<file path="src/rtl/decode_issue_pkg.sv">
// Shared definitions for the decode/operand-fetch stage: instruction layout,
// opcode values and the opcode classification used for hazard checking.
package decode_issue_pkg;

   localparam int INSTR_W = 16;

   // Instruction field positions: {op, rd, rs1, rs2}, LDI immediate in the low byte
   localparam int OP_HI  = 15;
   localparam int OP_LO  = 12;
   localparam int RD_HI  = 11;
   localparam int RD_LO  = 8;
   localparam int RS1_HI = 7;
   localparam int RS1_LO = 4;
   localparam int RS2_HI = 3;
   localparam int RS2_LO = 0;
   localparam int IMM_HI = 7;
   localparam int IMM_LO = 0;

   localparam logic [3:0] OP_ADD  = 4'h0;
   localparam logic [3:0] OP_SUB  = 4'h1;
   localparam logic [3:0] OP_AND  = 4'h2;
   localparam logic [3:0] OP_OR   = 4'h3;
   localparam logic [3:0] OP_XOR  = 4'h4;
   localparam logic [3:0] OP_NOT  = 4'h5;
   localparam logic [3:0] OP_SLL  = 4'h6;
   localparam logic [3:0] OP_SRL  = 4'h7;
   localparam logic [3:0] OP_LDI  = 4'h8;
   localparam logic [3:0] OP_NOP  = 4'hE;
   localparam logic [3:0] OP_HALT = 4'hF;

   typedef struct packed {
      logic usesRs1;
      logic usesRs2;
      logic writesRd;
      logic isNop;
      logic isHalt;
      logic isIllegal;
   } opClass_t;

   // NOP, HALT and undefined opcodes touch no registers, so they can never hazard
   function automatic opClass_t classifyOp(input logic [3:0] op);
      opClass_t c;
      c = '0;
      case (op)
         OP_ADD, OP_SUB, OP_AND, OP_OR, OP_XOR, OP_SLL, OP_SRL: begin
            c.usesRs1  = 1'b1;
            c.usesRs2  = 1'b1;
            c.writesRd = 1'b1;
         end
         OP_NOT: begin
            c.usesRs1  = 1'b1;
            c.writesRd = 1'b1;
         end
         OP_LDI:  c.writesRd  = 1'b1;
         OP_NOP:  c.isNop     = 1'b1;
         OP_HALT: c.isHalt    = 1'b1;
         default: c.isIllegal = 1'b1;
      endcase
      return c;
   endfunction

endpackage

</file>
<file path="src/rtl/decode_issue_if.sv">
// Bus bundle around the decode stage: fetch handshake, register-file read and
// scoreboard lines, and the issue handshake toward execute.
interface decode_issue_if #(
   parameter int DATA_W = 16,
   parameter int REG_AW = 4
);
   import decode_issue_pkg::*;

   logic               if_valid;
   logic [INSTR_W-1:0] if_instr;
   logic               if_ready;

   logic [REG_AW-1:0]  rf_src1;
   logic [REG_AW-1:0]  rf_src2;
   logic [REG_AW-1:0]  rf_dest;
   logic [DATA_W-1:0]  rf_val1;
   logic [DATA_W-1:0]  rf_val2;
   logic               rf_inuse1;
   logic               rf_inuse2;
   logic               rf_inuse_d;
   logic               rf_claim;

   logic               ex_valid;
   logic               ex_ready;
   logic [3:0]         ex_op;
   logic [REG_AW-1:0]  ex_dest;
   logic [DATA_W-1:0]  ex_a;
   logic [DATA_W-1:0]  ex_b;

   // The decode stage itself
   modport slave (
      input  if_valid, if_instr, rf_val1, rf_val2, rf_inuse1, rf_inuse2, rf_inuse_d, ex_ready,
      output if_ready, rf_src1, rf_src2, rf_dest, rf_claim,
      output ex_valid, ex_op, ex_dest, ex_a, ex_b
   );

   // Surrounding pipeline: fetch, register file and execute
   modport master (
      output if_valid, if_instr, rf_val1, rf_val2, rf_inuse1, rf_inuse2, rf_inuse_d, ex_ready,
      input  if_ready, rf_src1, rf_src2, rf_dest, rf_claim,
      input  ex_valid, ex_op, ex_dest, ex_a, ex_b
   );

endinterface

</file>
<file path="src/rtl/decode_issue_classify.sv">
// Purely combinational opcode classifier feeding the hazard and issue logic.
module decode_classify
   import decode_issue_pkg::*;
(
   input  logic [3:0] op,
   output logic       usesRs1,
   output logic       usesRs2,
   output logic       writesRd,
   output logic       isNop,
   output logic       isHalt,
   output logic       isIllegal
);

   opClass_t cls;

   assign cls       = classifyOp(op);
   assign usesRs1   = cls.usesRs1;
   assign usesRs2   = cls.usesRs2;
   assign writesRd  = cls.writesRd;
   assign isNop     = cls.isNop;
   assign isHalt    = cls.isHalt;
   assign isIllegal = cls.isIllegal;

endmodule

</file>
<file path="src/rtl/decode_issue.sv">
// Decode/operand-fetch stage: one-entry decode buffer, scoreboard hazard check,
// and an output register handed to execute over valid/ready.
module decode_issue
   import decode_issue_pkg::*;
#(
   parameter int DATA_W  = 16,
   parameter int REG_AW  = 4,
   parameter int STALL_W = 16
) (
   input  logic               clk,
   input  logic               rst_n,
   decode_issue_if.slave      bus,
   output logic               halted,
   output logic               illegal,
   output logic [STALL_W-1:0] stall_cnt
);

   localparam logic [0:0] ST_RUN    = 1'b0;
   localparam logic [0:0] ST_HALTED = 1'b1;

   logic [0:0]         state;
   logic               bufValid;
   logic [INSTR_W-1:0] bufInstr;
   logic [3:0]         bufOp;

   logic               usesRs1;
   logic               usesRs2;
   logic               writesRd;
   logic               isNop;
   logic               isHalt;
   logic               isIllegal;

   logic               hazard;
   logic               issue;
   logic               accept;
   logic               passThrough;
   logic               loadEx;

   logic               exValid;
   logic [3:0]         exOp;
   logic [REG_AW-1:0]  exDest;
   logic [DATA_W-1:0]  exA;
   logic [DATA_W-1:0]  exB;
   logic               illegalSeen;
   logic [STALL_W-1:0] stallCnt;

   assign bufOp = bufInstr[OP_HI:OP_LO];

   decode_classify classify (
      .op        (bufOp),
      .usesRs1   (usesRs1),
      .usesRs2   (usesRs2),
      .writesRd  (writesRd),
      .isNop     (isNop),
      .isHalt    (isHalt),
      .isIllegal (isIllegal)
   );

   // Register-file addresses come straight from the buffered instruction
   assign bus.rf_src1 = REG_AW'(bufInstr[RS1_HI:RS1_LO]);
   assign bus.rf_src2 = REG_AW'(bufInstr[RS2_HI:RS2_LO]);
   assign bus.rf_dest = REG_AW'(bufInstr[RD_HI:RD_LO]);

   // Scoreboard check; the WAW term keeps at most one writer in flight per register
   always_comb begin
      hazard = (usesRs1 && bus.rf_inuse1) || (usesRs2 && bus.rf_inuse2) ||
               (writesRd && bus.rf_inuse_d);
   end

   // Issue needs a clean buffer and a free (or draining) output register
   always_comb begin
      issue       = bufValid && !hazard && (!exValid || bus.ex_ready);
      accept      = bus.if_valid && bus.if_ready;
      passThrough = isNop || isIllegal;
      loadEx      = issue && !passThrough && !isHalt;
   end

   assign bus.if_ready = (state == ST_RUN) && (!bufValid || issue);
   assign bus.rf_claim = rst_n && issue && writesRd;

   // Decode buffer: refills on accept, empties when its instruction issues
   always_ff @(posedge clk) begin
      if (!rst_n) begin
         bufValid <= 1'b0;
         bufInstr <= '0;
      end else if (accept) begin
         bufValid <= 1'b1;
         bufInstr <= bus.if_instr;
      end else if (issue) begin
         bufValid <= 1'b0;
      end
   end

   // Output register: loads on a writer issue, holds under backpressure, clears once drained
   always_ff @(posedge clk) begin
      if (!rst_n) begin
         exValid <= 1'b0;
         exOp    <= '0;
         exDest  <= '0;
         exA     <= '0;
         exB     <= '0;
      end else if (loadEx) begin
         exValid <= 1'b1;
         exOp    <= bufOp;
         exDest  <= REG_AW'(bufInstr[RD_HI:RD_LO]);
         if (bufOp == OP_LDI) begin
            exA <= '0;
            exB <= {{(DATA_W-8){1'b0}}, bufInstr[IMM_HI:IMM_LO]};
         end else begin
            exA <= bus.rf_val1;
            exB <= usesRs2 ? bus.rf_val2 : '0;
         end
      end else if (exValid && bus.ex_ready) begin
         exValid <= 1'b0;
      end
   end

   // HALT parks the stage until reset; nothing else leaves the HALTED state
   always_ff @(posedge clk) begin
      if (!rst_n) begin
         state <= ST_RUN;
      end else if (issue && isHalt) begin
         state <= ST_HALTED;
      end
   end

   // Sticky flag for any undefined opcode that reached issue
   always_ff @(posedge clk) begin
      if (!rst_n) begin
         illegalSeen <= 1'b0;
      end else if (issue && isIllegal) begin
         illegalSeen <= 1'b1;
      end
   end

   // Counts only hazard stalls, not cycles lost to execute backpressure
   always_ff @(posedge clk) begin
      if (!rst_n) begin
         stallCnt <= '0;
      end else if (bufValid && hazard && (stallCnt != '1)) begin
         stallCnt <= stallCnt + STALL_W'(1);
      end
   end

   assign bus.ex_valid = exValid;
   assign bus.ex_op    = exOp;
   assign bus.ex_dest  = exDest;
   assign bus.ex_a     = exA;
   assign bus.ex_b     = exB;
   assign halted       = (state == ST_HALTED);
   assign illegal      = illegalSeen;
   assign stall_cnt    = stallCnt;

endmodule

</file>
<file path="src/flat_wrapper.sv">
// flat-port wrapper written by rule: the top's interface ports become plain ports
module decode_issue_flat import decode_issue_pkg::*;
#(
   parameter int DATA_W  = 16,
   parameter int REG_AW  = 4,
   parameter int STALL_W = 16
)
  (clk, rst_n, halted, illegal, stall_cnt, bus_if_valid, bus_if_instr, bus_rf_val1, bus_rf_val2, bus_rf_inuse1, bus_rf_inuse2, bus_rf_inuse_d, bus_ex_ready, bus_if_ready, bus_rf_src1, bus_rf_src2, bus_rf_dest, bus_rf_claim, bus_ex_valid, bus_ex_op, bus_ex_dest, bus_ex_a, bus_ex_b);
  decode_issue_if #(.DATA_W(DATA_W), .REG_AW(REG_AW)) bus_i ();
  input  logic clk;
  input  logic rst_n;
  output logic halted;
  output logic illegal;
  output logic [STALL_W-1:0] stall_cnt;
  input wire logic [$bits(bus_i.if_valid)-1:0] bus_if_valid;
  input wire logic [$bits(bus_i.if_instr)-1:0] bus_if_instr;
  input wire logic [$bits(bus_i.rf_val1)-1:0] bus_rf_val1;
  input wire logic [$bits(bus_i.rf_val2)-1:0] bus_rf_val2;
  input wire logic [$bits(bus_i.rf_inuse1)-1:0] bus_rf_inuse1;
  input wire logic [$bits(bus_i.rf_inuse2)-1:0] bus_rf_inuse2;
  input wire logic [$bits(bus_i.rf_inuse_d)-1:0] bus_rf_inuse_d;
  input wire logic [$bits(bus_i.ex_ready)-1:0] bus_ex_ready;
  output wire logic [$bits(bus_i.if_ready)-1:0] bus_if_ready;
  output wire logic [$bits(bus_i.rf_src1)-1:0] bus_rf_src1;
  output wire logic [$bits(bus_i.rf_src2)-1:0] bus_rf_src2;
  output wire logic [$bits(bus_i.rf_dest)-1:0] bus_rf_dest;
  output wire logic [$bits(bus_i.rf_claim)-1:0] bus_rf_claim;
  output wire logic [$bits(bus_i.ex_valid)-1:0] bus_ex_valid;
  output wire logic [$bits(bus_i.ex_op)-1:0] bus_ex_op;
  output wire logic [$bits(bus_i.ex_dest)-1:0] bus_ex_dest;
  output wire logic [$bits(bus_i.ex_a)-1:0] bus_ex_a;
  output wire logic [$bits(bus_i.ex_b)-1:0] bus_ex_b;
  assign bus_i.if_valid = bus_if_valid;
  assign bus_i.if_instr = bus_if_instr;
  assign bus_i.rf_val1 = bus_rf_val1;
  assign bus_i.rf_val2 = bus_rf_val2;
  assign bus_i.rf_inuse1 = bus_rf_inuse1;
  assign bus_i.rf_inuse2 = bus_rf_inuse2;
  assign bus_i.rf_inuse_d = bus_rf_inuse_d;
  assign bus_i.ex_ready = bus_ex_ready;
  assign bus_if_ready = bus_i.if_ready;
  assign bus_rf_src1 = bus_i.rf_src1;
  assign bus_rf_src2 = bus_i.rf_src2;
  assign bus_rf_dest = bus_i.rf_dest;
  assign bus_rf_claim = bus_i.rf_claim;
  assign bus_ex_valid = bus_i.ex_valid;
  assign bus_ex_op = bus_i.ex_op;
  assign bus_ex_dest = bus_i.ex_dest;
  assign bus_ex_a = bus_i.ex_a;
  assign bus_ex_b = bus_i.ex_b;
  decode_issue #(.DATA_W(DATA_W), .REG_AW(REG_AW), .STALL_W(STALL_W)) u_core (.clk(clk), .rst_n(rst_n), .bus(bus_i), .halted(halted), .illegal(illegal), .stall_cnt(stall_cnt));
endmodule
</file>
<file path="config.mk">
export PLATFORM = sky130hd
export DESIGN_NAME = decode_issue_flat
export DESIGN_NICKNAME = d
export VERILOG_FILES = /design/src/rtl/decode_issue_pkg.sv /design/src/rtl/decode_issue_if.sv /design/src/rtl/decode_issue_classify.sv /design/src/rtl/decode_issue.sv /design/src/flat_wrapper.sv
export SDC_FILE = /design/constraint.sdc
export NUM_CORES = 1
export LEC_CHECK = 0
export CAP_MARGIN = 30
export CORE_MARGIN = 1
export CORE_UTILIZATION = 45
export CTS_BUF_LIST = sky130_fd_sc_hd__clkbuf_4 sky130_fd_sc_hd__clkbuf_8
export CTS_CLUSTER_DIAMETER = 50
export DETAILED_ROUTE_END_ITERATION = 6
export PLACE_DENSITY = 0.82
export SYNTH_ARGS = -nofsm -noshare
export SYNTH_HDL_FRONTEND = slang
export SYNTH_SLANG_ARGS = --single-unit
</file>
<file path="constraint.sdc">
create_clock -name clk -period 2.3 [get_ports clk]
set_clock_uncertainty 0.05 [all_clocks]
set_input_delay 0.46 -clock clk [delete_from_list [all_inputs] [get_ports clk]]
set_output_delay 0.46 -clock clk [all_outputs]
set_load 0.005 [all_outputs]
</file>
# Word level (Yosys, flattened, before mapping)
# Cells that the tools add are included.
# totals
regBits	76
in_bits	55
out_inout_bits	73
# op_classes
n_addsub	1
n_eq_ne	11
muxes	13
bitwise_logic	1
n_reduce_logical	33
# ops
op	n
$mux W16	3
$add A16 B1 Y16 const B	1
$eq A4 B3 Y1 const B	4
$logic_and A1 B1 Y1	16
$ne A16 B16 Y1 const B	1
$eq A4 B4 Y1 const B	3
$reduce_or A11 Y1	1
$mux W1	10
$reduce_or A9 Y1	1
$eq A4 B2 Y1 const B	2
$reduce_or A8 Y1	1
$reduce_or A7 Y1	1
$logic_not A1 Y1	5
$logic_or A1 B1 Y1	5
$eq A4 B1 Y1 const B	1
$logic_not A4 Y1	1
$reduce_bool A2 Y1	2
$not A1 Y1	1

# Depth between registers and ports, before layout
# Gate-level depths: netlist of run 1.
# depth
ltp_word	13
mapped_depth	9
depth_no_buf	5

# Hierarchy
# A second synthesis of run 1 with hierarchy kept.
# hier_totals
hier_cells	399
hier_area_um2	3298.2
# by_module_without_submodules
mod	n_inst	cells_each	area_each_um2
decode_issue	1	389	3246.9
decode_classify	1	10	51.3

# Least setup slack after synthesis of run 1
# OpenSTA, ideal clock, no wires.
# synth_timing
path_type	input -> output
start	input bus_rf_inuse1
end	output bus_rf_claim
arrival_time_ns	1.564
t_required_ns	1.790
slack_ns	0.226
cell_stages	6
path_buffers	2
cell_sequence	nor2_1 > o2bb2ai_2 > or4_1 > clkbuf_1 > buf_2 > nor2_1
# synth_via
elab_chain_len	8
# synth_rtl
element	line_no	rtl
start, declared	flat_wrapper.sv:19	input wire logic [$bits(bus_i.rf_inuse1)-1:0] bus_rf_inuse1;
$logic_and A1 B1 Y1	decode_issue.sv:66	hazard = (usesRs1 && bus.rf_inuse1) || (usesRs2 && bus.rf_inuse2) ||
$logic_or A1 B1 Y1 (2 in series)	decode_issue.sv:66	
$logic_not A1 Y1	decode_issue.sv:72	issue = bufValid && !hazard && (!exValid || bus.ex_ready);
$logic_and A1 B1 Y1 (2 in series)	decode_issue.sv:72	
$logic_and A1 B1 Y1 (2 in series)	decode_issue.sv:79	assign bus.rf_claim = rst_n && issue && writesRd;
end, declared	flat_wrapper.sv:27	output wire logic [$bits(bus_i.rf_claim)-1:0] bus_rf_claim;
# Every way passes these cells.

# Worst setup path in the final report of run 1
# layout_timing
start	register u_core.bufInstr[15]
end	output bus_rf_claim
# layout_via
elab_chain_len	11
word_cells_on_any_way	25
# layout_rtl
element	line_no	rtl
start, declared	decode_issue.sv:23	logic [INSTR_W-1:0] bufInstr;
start signal, assigned	decode_issue.sv:88	bufInstr <= bus.if_instr;
$eq A4 B3 Y1, or another cell as far along	decode_issue_pkg.sv:44	case (op)
$reduce_or A8 Y1 (no line) / $reduce_or A7 Y1 (equally long branches)	--	
$mux W1	decode_issue_pkg.sv:44	
$logic_and A1 B1 Y1	decode_issue.sv:66	
$logic_or A1 B1 Y1 (2 in series)	decode_issue.sv:66	
$logic_not A1 Y1	decode_issue.sv:72	
$logic_and A1 B1 Y1 (2 in series)	decode_issue.sv:72	
$logic_and A1 B1 Y1	decode_issue.sv:79	
$logic_and A1 B1 Y1 *	decode_issue.sv:79	
# Every way passes the cells marked *; elsewhere a longest branch is shown, timed or not.

==> out/qor.log, run 1 <==
[placed_design] number of buffer cells added on primary ports 127
[floorplan] starting density of the core 0.468
[clock_network] CTS sink count 76
[critical_path] sum of buffers and inverters on the critical path 1
[clock_network] insertion delay to the later sink of the worst-skew pair 350 ps
[pwr] worst ir drop on vdd 0.607 mV
[placed_design] placement-stage worst setup slack -538 ps
[route] wirelength, routed 8660 um
[cells_and_area] number of nets in the layout 526
[synth] proportion of synthesized chip area in sequential cells 0.476
[timing] setup repair after global routing missed its margin true
[global_routing] maximum number of pins on one net before global-route repair 65
[clock_network] number of hold-repair buffers added at the cts stage 0
[synth] cell types with the largest area share after synthesis sky130_fd_sc_hd__dfxtp_1 48%, sky130_fd_sc_hd__mux2i_1 6.3%, sky130_fd_sc_hd__nand2_1 6.1%
[critical_path] Critical Path Sink Type primary output
[timing] minimum period implied by the final worst setup slack 2280 ps
[synth] post-synthesis instance area 3200 um^2
[route] post-detailed-route count of antenna-violating nets 0
[floorplan] Die Span Y 86.3 um
[timing] number of slew-limit violations in the final report 0
[route] DRC violations left 0
[synth] share of synthesized registers carrying an async set or reset 0
[critical_path] Setup CP Type flip-flop to primary output
[synth] Post-Synthesis Net Count 403
[timing] Total Negative Setup Slacks 0 ps
[floorplan] number of standard-cell rows in the floorplan 30
[cells_and_area] area growth from synthesis to final layout 52.7%
[global_routing] gr usage total 0.232
[pwr] Tot Pwr 0.00313 W
[floorplan] Placeable Area 6830 um^2
[synth] Distinct cells, synth 44
[clock_network] clock transition at the registers of the reported paths 80 ps
[floorplan] die footprint 7450 um^2
[cells_and_area] sequential standard cell area 1530 um^2
[timing] post-route worst setup slack 22.0 ps
[floorplan] io pins 128
[critical_path] slowest stage cell, crit path sky130_fd_sc_hd__dfxtp_1
[critical_path] required time of the critical path 1790 ps
[synth] Yosys warning total 0
[synth] biggest area consumer among synthesized cells sky130_fd_sc_hd__dfxtp_1
[synth] post-synthesis cell count 347
[cells_and_area] layout cell share with drive strength beyond 1 0.124
[clock_network] root buffer cell sky130_fd_sc_hd__clkbuf_8
[critical_path] Worst path top cell family by delay simple AND/OR/NAND/NOR gates
[synth] per-instance average area after synthesis 9.22 um^2
[floorplan] DIE WIDTH 86.3 um
[clock_network] Max Root-Sink Buffers 2
[timing] Final setup viols 0
[route] Vias 3,047
[flow_run] # Max-Cap Violations 0
[timing] Fmax 439 MHz
[pwr] static leakage power 1.75 nW
[clock_network] level count of the clock H-tree 3
[timing] relative slew slack 0.588
[critical_path] Max Fanout on Critical Path 5
[global_routing] via count of the first global-routing pass 2,859
[global_routing] total gr overflow 0
[clock_network] TritonCTS buffer count 9
[placed_design] placer congestion estimate 0.794
[cells_and_area] post-layout util 0.715
[critical_path] startpoint class of the critical path flip-flop
[placed_design] Detail Placement HPWL 6060 um
[synth] count of flip-flops with a built-in enable after synthesis 0
[critical_path] endpoint arrival time on the critical path 1770 ps
[route] detailed-route wire length per cell 15.2 um
[timing] fraction of the cycle the final worst path needs 0.990
[route] DR vias/cell 5.34
[global_routing] wire length of the first global-routing pass 13,600 um
[pwr] PwrDens 641 nW/um^2
[timing] transition time at the pin with the least slew margin 617 ps
[synth] area share of the leading cell type in the synthesized netlist 0.476
[route] drt first-iter violations 133
[timing] final number of hold-violating endpoints 0
[route] first-pass detailed-route iteration total 4
[synth] register bit count reported by yosys 76
[critical_path] cells along the critical path nand2b_1, o21ai_4, or4_4, nor2_2, buf_2
[cells_and_area] ANT cells 0
[worst_hold_path] class of the most critical hold timing path input pin to flip-flop
[synth] most instantiated flip-flop cell in the synthesis netlist sky130_fd_sc_hd__dfxtp_1
[cells_and_area] fill cell instance count of the final layout 547
[critical_path] delay contributed by the slowest stage of the critical path 470 ps
[run_status] outcome finished, final reports clean
[global_routing] antenna violations before repair 0
[cells_and_area] area taken by multi-input logic gates 1490 um^2
[clock_network] clock tree from TritonCTS yes
## final timing paths
path / from / slack, ps / depth (start not counted) / end
setup / recovery: u_core.bufInstr[15] / 20 / 5 / bus_rf_claim
hold reg to reg: u_core.bus.ex_b[13] / 400 / 2 / u_core.bus.ex_b[13]
setup reg to reg: u_core.bufInstr[14] / 170 / 8 / u_core.stall_cnt[9]
hold / removal: bus_ex_ready / 400 / 3 / u_core.bus.ex_valid
## state kept, by name, summed over array words and instances, names as in the netlist
register	count
u_core.bufInstr	16
u_core.stall_cnt	16
u_core.bus.ex_b	16
u_core.halted	1
u_core.illegal	1
u_core.bufValid	1
u_core.bus.ex_dest	4
u_core.bus.ex_a	16
u_core.bus.ex_valid	1
u_core.bus.ex_op	4
## cell families after synthesis
kind of cell    synth area share
mux                       0.0626
flops                      0.476
buf+inv                   0.0735
fa+ha+maj                0.00391
compound gates             0.172
simple gates               0.212
## report_power, final
group | internal (W) | total [W] | switching (W)
combinational | 0.000222 | 0.000382 | 0.000159
clock | 0.000840 | 0.00136 | 0.000521
sequential | 0.00136 | 0.00139 | 0.0000313
## layout by cell type (no fill, tap or decap), drive strengths merged, types with 3 or more instances in the layout
cell type	instances
clkdlybuf4s50	120
dfxtp	76
nand2	52
buf	25
a21oi	22
mux2i	20
nand3	18
nor2	17
a32o	16
o21ai	13
nor3	11
clkbuf	9
or4	9
o31ai	8
a221oi	8
nand2b	7
inv	5
bufinv	4
and3	3
dlygate4sd2	3
nor2b	3
## worst reg2reg max path: stages (launching register included)
cell                        delay, ps
sky130_fd_sc_hd__dfxtp_2          340
sky130_fd_sc_hd__nor3_4           210
sky130_fd_sc_hd__buf_4            150
sky130_fd_sc_hd__o2bb2ai_4        120
sky130_fd_sc_hd__buf_6            110
sky130_fd_sc_hd__buf_4            130
sky130_fd_sc_hd__o2111ai_2        240
sky130_fd_sc_hd__or4_1            540
sky130_fd_sc_hd__a21oi_1          170
## per-layer routing
metal  vias up  part of all wire  global-route usage
li1       1495                 -                   -
met1      1425              0.41               0.283
met2       111              0.50               0.387
met3        16             0.074              0.0648
met4         0             0.021              0.0939
met5         -                 0                   0
## final cells by class
class,instances,area share
flip-flops and latches,76,0.313
multi-input cells,229,0.305
repair buffers,150,0.300
clock inverters,7,0.0300
clock buffers,9,0.0254
well taps,96,0.0246
inverters,4,0.00307
## metrics by stage
step | hold WS [ps] | std cells | cell area (um^2)
after floorplan | 398 | 347 | 3200
after global placement | 388 | 552 | 4540
after detailed placement | 394 | 552 | 4540
after CTS | 405 | 570 | 4860
after global routing | 413 | 571 | 4880
final | 401 | 571 | 4880
## cells in the mapped netlist, types with 2 or more instances
library cell,number
sky130_fd_sc_hd__nand4_1,2
sky130_fd_sc_hd__inv_1,3
sky130_fd_sc_hd__o21ai_0,5
sky130_fd_sc_hd__nor2b_1,3
sky130_fd_sc_hd__o21ai_1,7
sky130_fd_sc_hd__nand2_1,52
sky130_fd_sc_hd__clkbuf_1,13
sky130_fd_sc_hd__a21oi_1,22
sky130_fd_sc_hd__nand2b_1,7
sky130_fd_sc_hd__nor3_1,8
sky130_fd_sc_hd__o31ai_1,8
sky130_fd_sc_hd__a221oi_1,6
sky130_fd_sc_hd__and3_1,3
sky130_fd_sc_hd__nor2_1,17
sky130_fd_sc_hd__or3_1,2
sky130_fd_sc_hd__nor3_2,3
sky130_fd_sc_hd__a32o_1,16
sky130_fd_sc_hd__buf_2,8
sky130_fd_sc_hd__buf_4,14
sky130_fd_sc_hd__and2_1,2
sky130_fd_sc_hd__nor4b_1,2
sky130_fd_sc_hd__nand3_1,18
sky130_fd_sc_hd__buf_6,2
sky130_fd_sc_hd__or4_1,9
sky130_fd_sc_hd__a221oi_2,2
sky130_fd_sc_hd__mux2i_1,20
sky130_fd_sc_hd__dfxtp_1,76
## what timing repair did
action,4_1_cts,5_1_grt
endpoints found under the setup margin,2,2
setup buffers,2,1
pin swaps,5,2
gates resized for setup,19,3
Power figures use the tool's default switching activity.
==> inputs of run 2 (changes only) <==
- PLACE_DENSITY: 0.82 -> 0.83
- SLEW_MARGIN: unset -> 5
==> out/qor.log, run 2 (same netlist as run 1, synthesis figures left out) <==
[run_status] outcome finished, final reports clean
[clock_network] number of hold-repair buffers added at the cts stage 0 [unchanged]
[global_routing] gr usage total 0.225 [-0.00699]
[critical_path] delay contributed by the slowest stage of the critical path 460 ps [about the same]
[route] DRC violations left 0 [unchanged]
[cells_and_area] number of nets in the layout 528 [+0.38%]
[route] DR vias/cell 5.28 [-0.99%]
[pwr] Int Power 0.00210 W [-13%]
[cells_and_area] ANT cells 0 [unchanged]
[clock_network] root buffer cell sky130_fd_sc_hd__clkbuf_8
[clock_network] insertion delay to the later sink of the worst-skew pair 340 ps [about the same]
[placed_design] Detail Placement HPWL 5990 um [-1.1%]
[critical_path] Worst path top cell family by delay simple AND/OR/NAND/NOR gates
[placed_design] number of buffer cells added on primary ports 127 [unchanged]
[timing] relative slew slack 0.582 [-0.00602]
[floorplan] io pins 128 [unchanged]
[cells_and_area] leading cell type in the layout, fill and taps excluded sky130_fd_sc_hd__clkdlybuf4s50_1
[pwr] Tot Pwr 0.00275 W [-12%]
[critical_path] required time of the critical path 1790 ps [about the same]
[flow_run] # Max-Cap Violations 0 [unchanged]
[timing] final number of hold-violating endpoints 0 [unchanged]
[critical_path] Max Fanout on Critical Path 2 [-3]
[cells_and_area] area taken by multi-input logic gates 1480 um^2 [-0.59%]
[timing] minimum period implied by the final worst setup slack 2290 ps [+9.52 ps]
[route] first-pass detailed-route iteration total 4 [unchanged]
[cells_and_area] Final Instance Area 4790 um^2 [-2.0%]
[cells_and_area] layout cell share with drive strength beyond 1 0.130 [+0.00604]
[critical_path] Setup CP Type input pin to primary output
[pwr] static leakage power 1.70 nW [-3.0%]
[critical_path] Critical Path Sink Type primary output
[clock_network] level count of the clock H-tree 3 [unchanged]
[global_routing] total gr overflow 0 [unchanged]
[clock_network] Max Root-Sink Buffers 2 [unchanged]
[timing] post-route worst setup slack 12.5 ps [-9.52 ps]
[floorplan] number of standard-cell rows in the floorplan 30 [unchanged]
[global_routing] antenna violations before repair 0 [unchanged]
[clock_network] TritonCTS buffer count 9 [unchanged]
[timing] number of slew-limit violations in the final report 0 [unchanged]
[pwr] Logic pwr share 0.139 [+0.017]
[floorplan] DIE WIDTH 86.3 um [unchanged]
[global_routing] wire length of the first global-routing pass 13,200 um [-2.6%]
[critical_path] endpoint arrival time on the critical path 1780 ps [about the same]
[route] detailed-route wire length per cell 14.6 um [-3.8%]
[cells_and_area] sequential standard cell area 1530 um^2 [-0.16%]
[timing] Final setup viols 0 [unchanged]
[timing] setup repair after global routing missed its margin true
[pwr] switching share of total power 0.236 [+0.00841]
[cells_and_area] fill cell instance count of the final layout 545 [-0.37%]
[clock_network] CTS sink count 76 [unchanged]
[route] Vias 3,022 [-0.82%]
[pwr] Switch Pwr 0.000648 W [-9.0%]
[pwr] worst ir drop on vdd 0.325 mV [-47%]
[pwr] register share of total power 0.505 [+0.062]
[timing] worst hold slack after final layout 406 ps [+5.21 ps]
[global_routing] maximum number of pins on one net before global-route repair 65 [unchanged]
[cells_and_area] most used cells in the layout excluding fill and tap cells 123 x sky130_fd_sc_hd__clkdlybuf4s50_1, 73 x sky130_fd_sc_hd__dfxtp_1, 52 x sky130_fd_sc_hd__nand2_1
[route] post-detailed-route count of antenna-violating nets 0 [unchanged]
[placed_design] placer congestion estimate 0.878 [+11%]
[pwr] Clock Power Share 0.355 [-0.080]
[floorplan] Placeable Area 6830 um^2 [unchanged]
[cells_and_area] area growth from synthesis to final layout 49.7%
[critical_path] sum of buffers and inverters on the critical path 2 [+1]
[floorplan] Die Span Y 86.3 um [unchanged]
[timing] Total Negative Setup Slacks 0 ps [unchanged]
[timing] Fmax 437 MHz [-0.42%]
[timing] fraction of the cycle the final worst path needs 0.995 [+0.00414]
[placed_design] placement-stage worst setup slack -490 ps [+48.5 ps]
[critical_path] slowest stage cell, crit path sky130_fd_sc_hd__clkdlybuf4s50_1
[critical_path] cells along the critical path clkdlybuf4s50_1, nand2b_4, o21ai_2, or4_4, nor2_2, buf_2
[pwr] PwrDens 574 nW/um^2 [-10%]
[clock_network] clock tree from TritonCTS yes
[global_routing] via count of the first global-routing pass 2,825 [-1.2%]
[route] wirelength, routed 8350 um [-3.6%]
[placed_design] Placement Cell Area 4550 um^2 [+0.22%]
[worst_hold_path] class of the most critical hold timing path flip-flop to flip-flop
[critical_path] startpoint class of the critical path input pin
[clock_network] clock transition at the registers of the reported paths 70 ps [about the same]
[timing] transition time at the pin with the least slew margin 626 ps [+9.03 ps]
[floorplan] starting density of the core 0.468 [unchanged]
[route] drt first-iter violations 143 [+7.5%]
[floorplan] die footprint 7450 um^2 [unchanged]
[run 2: cell types whose count changed in the layout (fill, tap and decap cells not counted), sizes merged]
cell,before,now
clkdlybuf4s50,120,123
dlygate4sd2,3,1
inv,5,3
clkinv,2,4
clkinvlp,0,1
clkbuf,9,11
buf,25,27
bufinv,4,1
dlymetal6s2s,2,0
[run 2: path summary, 6_finish.rpt]
path / from / end / slack (ps) / cells past startpoint
max reg2reg: u_core.bufInstr[14] / u_core.stall_cnt[13] / 170 / 8
max: bus_ex_ready / bus_rf_claim / 10 / 6
min: u_core.bus.ex_b[10] / u_core.bus.ex_b[10] / 410 / 2
min reg2reg: u_core.bus.ex_b[10] / u_core.bus.ex_b[10] / 410 / 2
[run 2: area by class of cell]
class                           count  share of cell area
Clock inverter                      5              0.0110
Timing Repair Buffer              152               0.305
Clock buffer                       10              0.0287
Multi-Input combinational cell    229               0.309
Inverter                            4             0.00314
Tap cell                           96              0.0251
Sequential cell                    76               0.319
[run 2: routing by layer]
layer / track usage / vias up / routed length [um]
li1: - / 1497 / -
met1: 0.277 / 1417 / 3540
met2: 0.376 / 90 / 4020
met3: 0.0610 / 18 / 610
met4: 0.0879 / 0 / 178
met5: 0 / - / 0
[run 2: power groups by stage]
stage	clock network, W	logic [W]	registers, W
after floorplan	0	0.000165	0.00141
after global placement	0	0.000363	0.00141
after detailed placement	0	0.000372	0.00142
after CTS	0.000997	0.000383	0.00139
after global routing	0.00106	0.000411	0.00139
final	0.000976	0.000382	0.00139
[run 2: repair_timing]
item	in CTS	in global routing
setup endpoints to repair	2	3
buffers inserted	2	0
pin swaps	4	1
resized for setup	15	5
[run 2: worst register-to-register path: stages, from the launching register on]
cell and delay [ps]:
sky130_fd_sc_hd__dfxtp_2 340, sky130_fd_sc_hd__nor3_4 210, sky130_fd_sc_hd__buf_4 150, sky130_fd_sc_hd__o2bb2ai_2 120
sky130_fd_sc_hd__buf_6 130, sky130_fd_sc_hd__buf_4 140, sky130_fd_sc_hd__o2111ai_2 250, sky130_fd_sc_hd__or4_1 530
sky130_fd_sc_hd__a21oi_1 150
[run 2: per-stage QoR]
step,util,instances
floorplan,-,347
global placement,0.666,555
detailed placement,0.666,555
CTS,0.700,572
global route,0.701,572
finish,0.701,572
==> inputs of run 3 (changes only) <==
- CORE_UTILIZATION: 45 -> 28
- PLACE_DENSITY: 0.83 -> 0.56
- clock period: 2.3 -> 2.51 ns (I/O delays scaled with it)
==> out/qor.log, run 3 (same netlist as run 1, synthesis figures left out) <==
[run_status] outcome finished, final reports clean
[cells_and_area] ANT cells 0 [unchanged]
[worst_hold_path] hold path start u_core.bus.ex_b[8]
[placed_design] Detail Placement HPWL 6410 um [+6.9%]
[route] post-detailed-route count of antenna-violating nets 0 [unchanged]
[cells_and_area] post-route insts no fill 615 [+7.5%]
[critical_path] slowest stage cell, crit path sky130_fd_sc_hd__or4_4
[critical_path] Max Fanout on Critical Path 2 [unchanged]
[placed_design] placer congestion estimate 0.766 [-13%]
[critical_path] setup slack on the worst flop-to-flop path 450 ps [+280 ps]
[route] DRC violations left 0 [unchanged]
[floorplan] io pins 128 [unchanged]
[critical_path] Setup CP Type input pin to primary output
[critical_path] Critical Path Sink Type primary output
[floorplan] Die Span Y 109 um [+26%]
[cells_and_area] number of nets in the layout 526 [-0.38%]
[cells_and_area] leading cell type in the layout, fill and taps excluded sky130_fd_sc_hd__clkdlybuf4s50_1
[clock_network] clock transition at the registers of the reported paths 80 ps [about the same]
[cells_and_area] most used cells in the layout excluding fill and tap cells 123 x sky130_fd_sc_hd__clkdlybuf4s50_1, 74 x sky130_fd_sc_hd__dfxtp_1, 52 x sky130_fd_sc_hd__nand2_1
[global_routing] total gr overflow 0 [unchanged]
[route] routed metal-1 wire length 3970 um [+12%]
[global_routing] antenna violations before repair 0 [unchanged]
[critical_path] sum of buffers and inverters on the critical path 2 [unchanged]
[timing] transition time at the pin with the least slew margin 661 ps [+34.1 ps]
[critical_path] cells along the critical path clkdlybuf4s50_1, nor2_2, o2bb2ai_2, or4_4, nor2_4, buf_2
[clock_network] Max Root-Sink Buffers 2 [unchanged]
[placed_design] Placement Cell Area 4620 um^2 [+1.5%]
[placed_design] number of buffer cells added on primary ports 127 [unchanged]
[clock_network] level count of the clock H-tree 3 [unchanged]
[timing] number of slew-limit violations in the final report 0 [unchanged]
[clock_network] clock tree from TritonCTS yes
[route] Vias 2,991 [-1.0%]
[route] wirelength, routed 9030 um [+8.2%]
[timing] Total Negative Setup Slacks 0 ps [unchanged]
[route] detailed route wirelength on metal3 557 um [-8.7%]
[pwr] PwrDens 531 nW/um^2 [-7.4%]
[critical_path] CP Depth 6 [unchanged]
[critical_path] reg2reg end u_core.stall_cnt[9]
[worst_hold_path] class of the most critical hold timing path flip-flop to flip-flop
[critical_path] depth of the most critical reg-to-reg path 7 [-1]
[clock_network] CTS sink count 76 [unchanged]
[critical_path] endpoint arrival time on the critical path 1850 ps [+70 ps]
[pwr] static leakage power 1.71 nW [+0.22%]
[flow_run] # Max-Cap Violations 0 [unchanged]
[critical_path] delay contributed by the slowest stage of the critical path 510 ps [+50 ps]
[global_routing] maximum number of pins on one net before global-route repair 65 [unchanged]
[timing] worst hold slack after final layout 404 ps [-1.95 ps]
[global_routing] wire length of the first global-routing pass 14,200 um [+7.5%]
[worst_hold_path] sink of the worst hold path u_core.bus.ex_b[8]
[route] drt first-iter violations 119 [-17%]
[clock_network] root buffer cell sky130_fd_sc_hd__clkbuf_8
[global_routing] gr usage total 0.156 [-0.0696]
[clock_network] insertion delay to the later sink of the worst-skew pair 350 ps [about the same]
[worst_hold_path] Min-Delay Path Depth 2 [unchanged]
[cells_and_area] layout cell share with drive strength beyond 1 0.124 [-0.00604]
[critical_path] startpoint class of the critical path input pin
[route] detailed-route wire length per cell 14.7 um [+0.62%]
[timing] relative slew slack 0.560 [-0.0227]
[clock_network] TritonCTS buffer count 9 [unchanged]
[timing] final number of hold-violating endpoints 0 [unchanged]
[placed_design] placed cell count 599 [+7.9%]
[timing] fraction of the cycle the final worst path needs 0.957
[timing] setup repair after global routing missed its margin false
[timing] Final setup viols 0 [unchanged]
[critical_path] Worst path top cell family by delay simple AND/OR/NAND/NOR gates
[clock_network] number of hold-repair buffers added at the cts stage 0 [unchanged]
[pwr] worst ir drop on vdd 0.231 mV [-29%]
[timing] Fmax 416 MHz
[floorplan] number of standard-cell rows in the floorplan 38 [+27%]
[critical_path] required time of the critical path 1960 ps [+170 ps]
[timing] minimum period implied by the final worst setup slack 2400 ps
[floorplan] Placeable Area 11,000 um^2 [+61%]
[route] first-pass detailed-route iteration total 6 [+2]
[cells_and_area] area growth from synthesis to final layout 51.6%
[floorplan] die footprint 11,900 um^2 [+59%]
[route] DR vias/cell 4.86 [-7.9%]
[critical_path] Reg2Reg Launch Point u_core.bufInstr[12]
[global_routing] via count of the first global-routing pass 2,862 [+1.3%]
[cells_and_area] Final Instance Area 4850 um^2 [+1.3%]
[floorplan] DIE WIDTH 109 um [+26%]
[route] met2 wire len 4370 um [+8.7%]
[route] top metal layer carrying routed signals met4
[floorplan] starting density of the core 0.291 [-0.177]
[run 3: tightest hold or removal path: stages, from the launching register on]
cell and delay (ps):
sky130_fd_sc_hd__dfxtp_1 320, sky130_fd_sc_hd__nand2_1 50, sky130_fd_sc_hd__a21oi_1 50
[run 3: stage by stage]
step	setup slack (ps)	power [W]	util
3_3_place_gp	-500	0.00164	0.421
3_5_place_dp	-507	0.00164	0.421
5_1_grt	15.9	0.00271	0.442
6_report	108	0.00258	0.442
2_1_floorplan	352	0.00144	-
4_1_cts	-193	0.00262	0.440
[run 3: where the power goes]
| group | total (W) | internal, W | switching [W] | leakage [nW] |
|---|---|---|---|---|
| logic | 0.000345 | 0.000201 | 0.000144 | 0.982 |
| registers | 0.00127 | 0.00124 | 0.0000274 | 0.617 |
| clock network | 0.000964 | 0.000501 | 0.000463 | 0.107 |
| total | 0.00258 | 0.00194 | 0.000634 | 1.71 |
[run 3: final cells by class]
type,count,area (um^2)
clock buffer,11,145
clock inverter,5,61.3
fill,1072,6130
inverter,4,15.0
multi-input combinational,229,1470
sequential,76,1520
tap,140,175
timing repair buffer,150,1460
[run 3: routing by layer]
metal	track usage	up-vias
li1	-	1493
met1	0.191	1411
met2	0.250	76
met3	0.0442	11
met4	0.0724	0
met5	0	-
[run 3: repair_timing]
item,in CTS,in global routing
pin swaps,0,2
endpoints found under the setup margin,2,2
setup buffers,0,0
resized for setup,7,8
[run 3: how the worst max path moves through the flow]
stage | startpoint | end | slack (ps)
global route | u_core.bufInstr[12] | bus_if_ready | 20
detailed placement | bus_rf_inuse_d | bus_rf_claim | -510
global placement | bus_rf_inuse_d | bus_rf_claim | -500
floorplan | bus_rf_inuse1 | bus_rf_claim | 350
CTS | bus_rf_inuse_d | bus_rf_claim | -190
finish | bus_rf_inuse1 | bus_rf_claim | 110
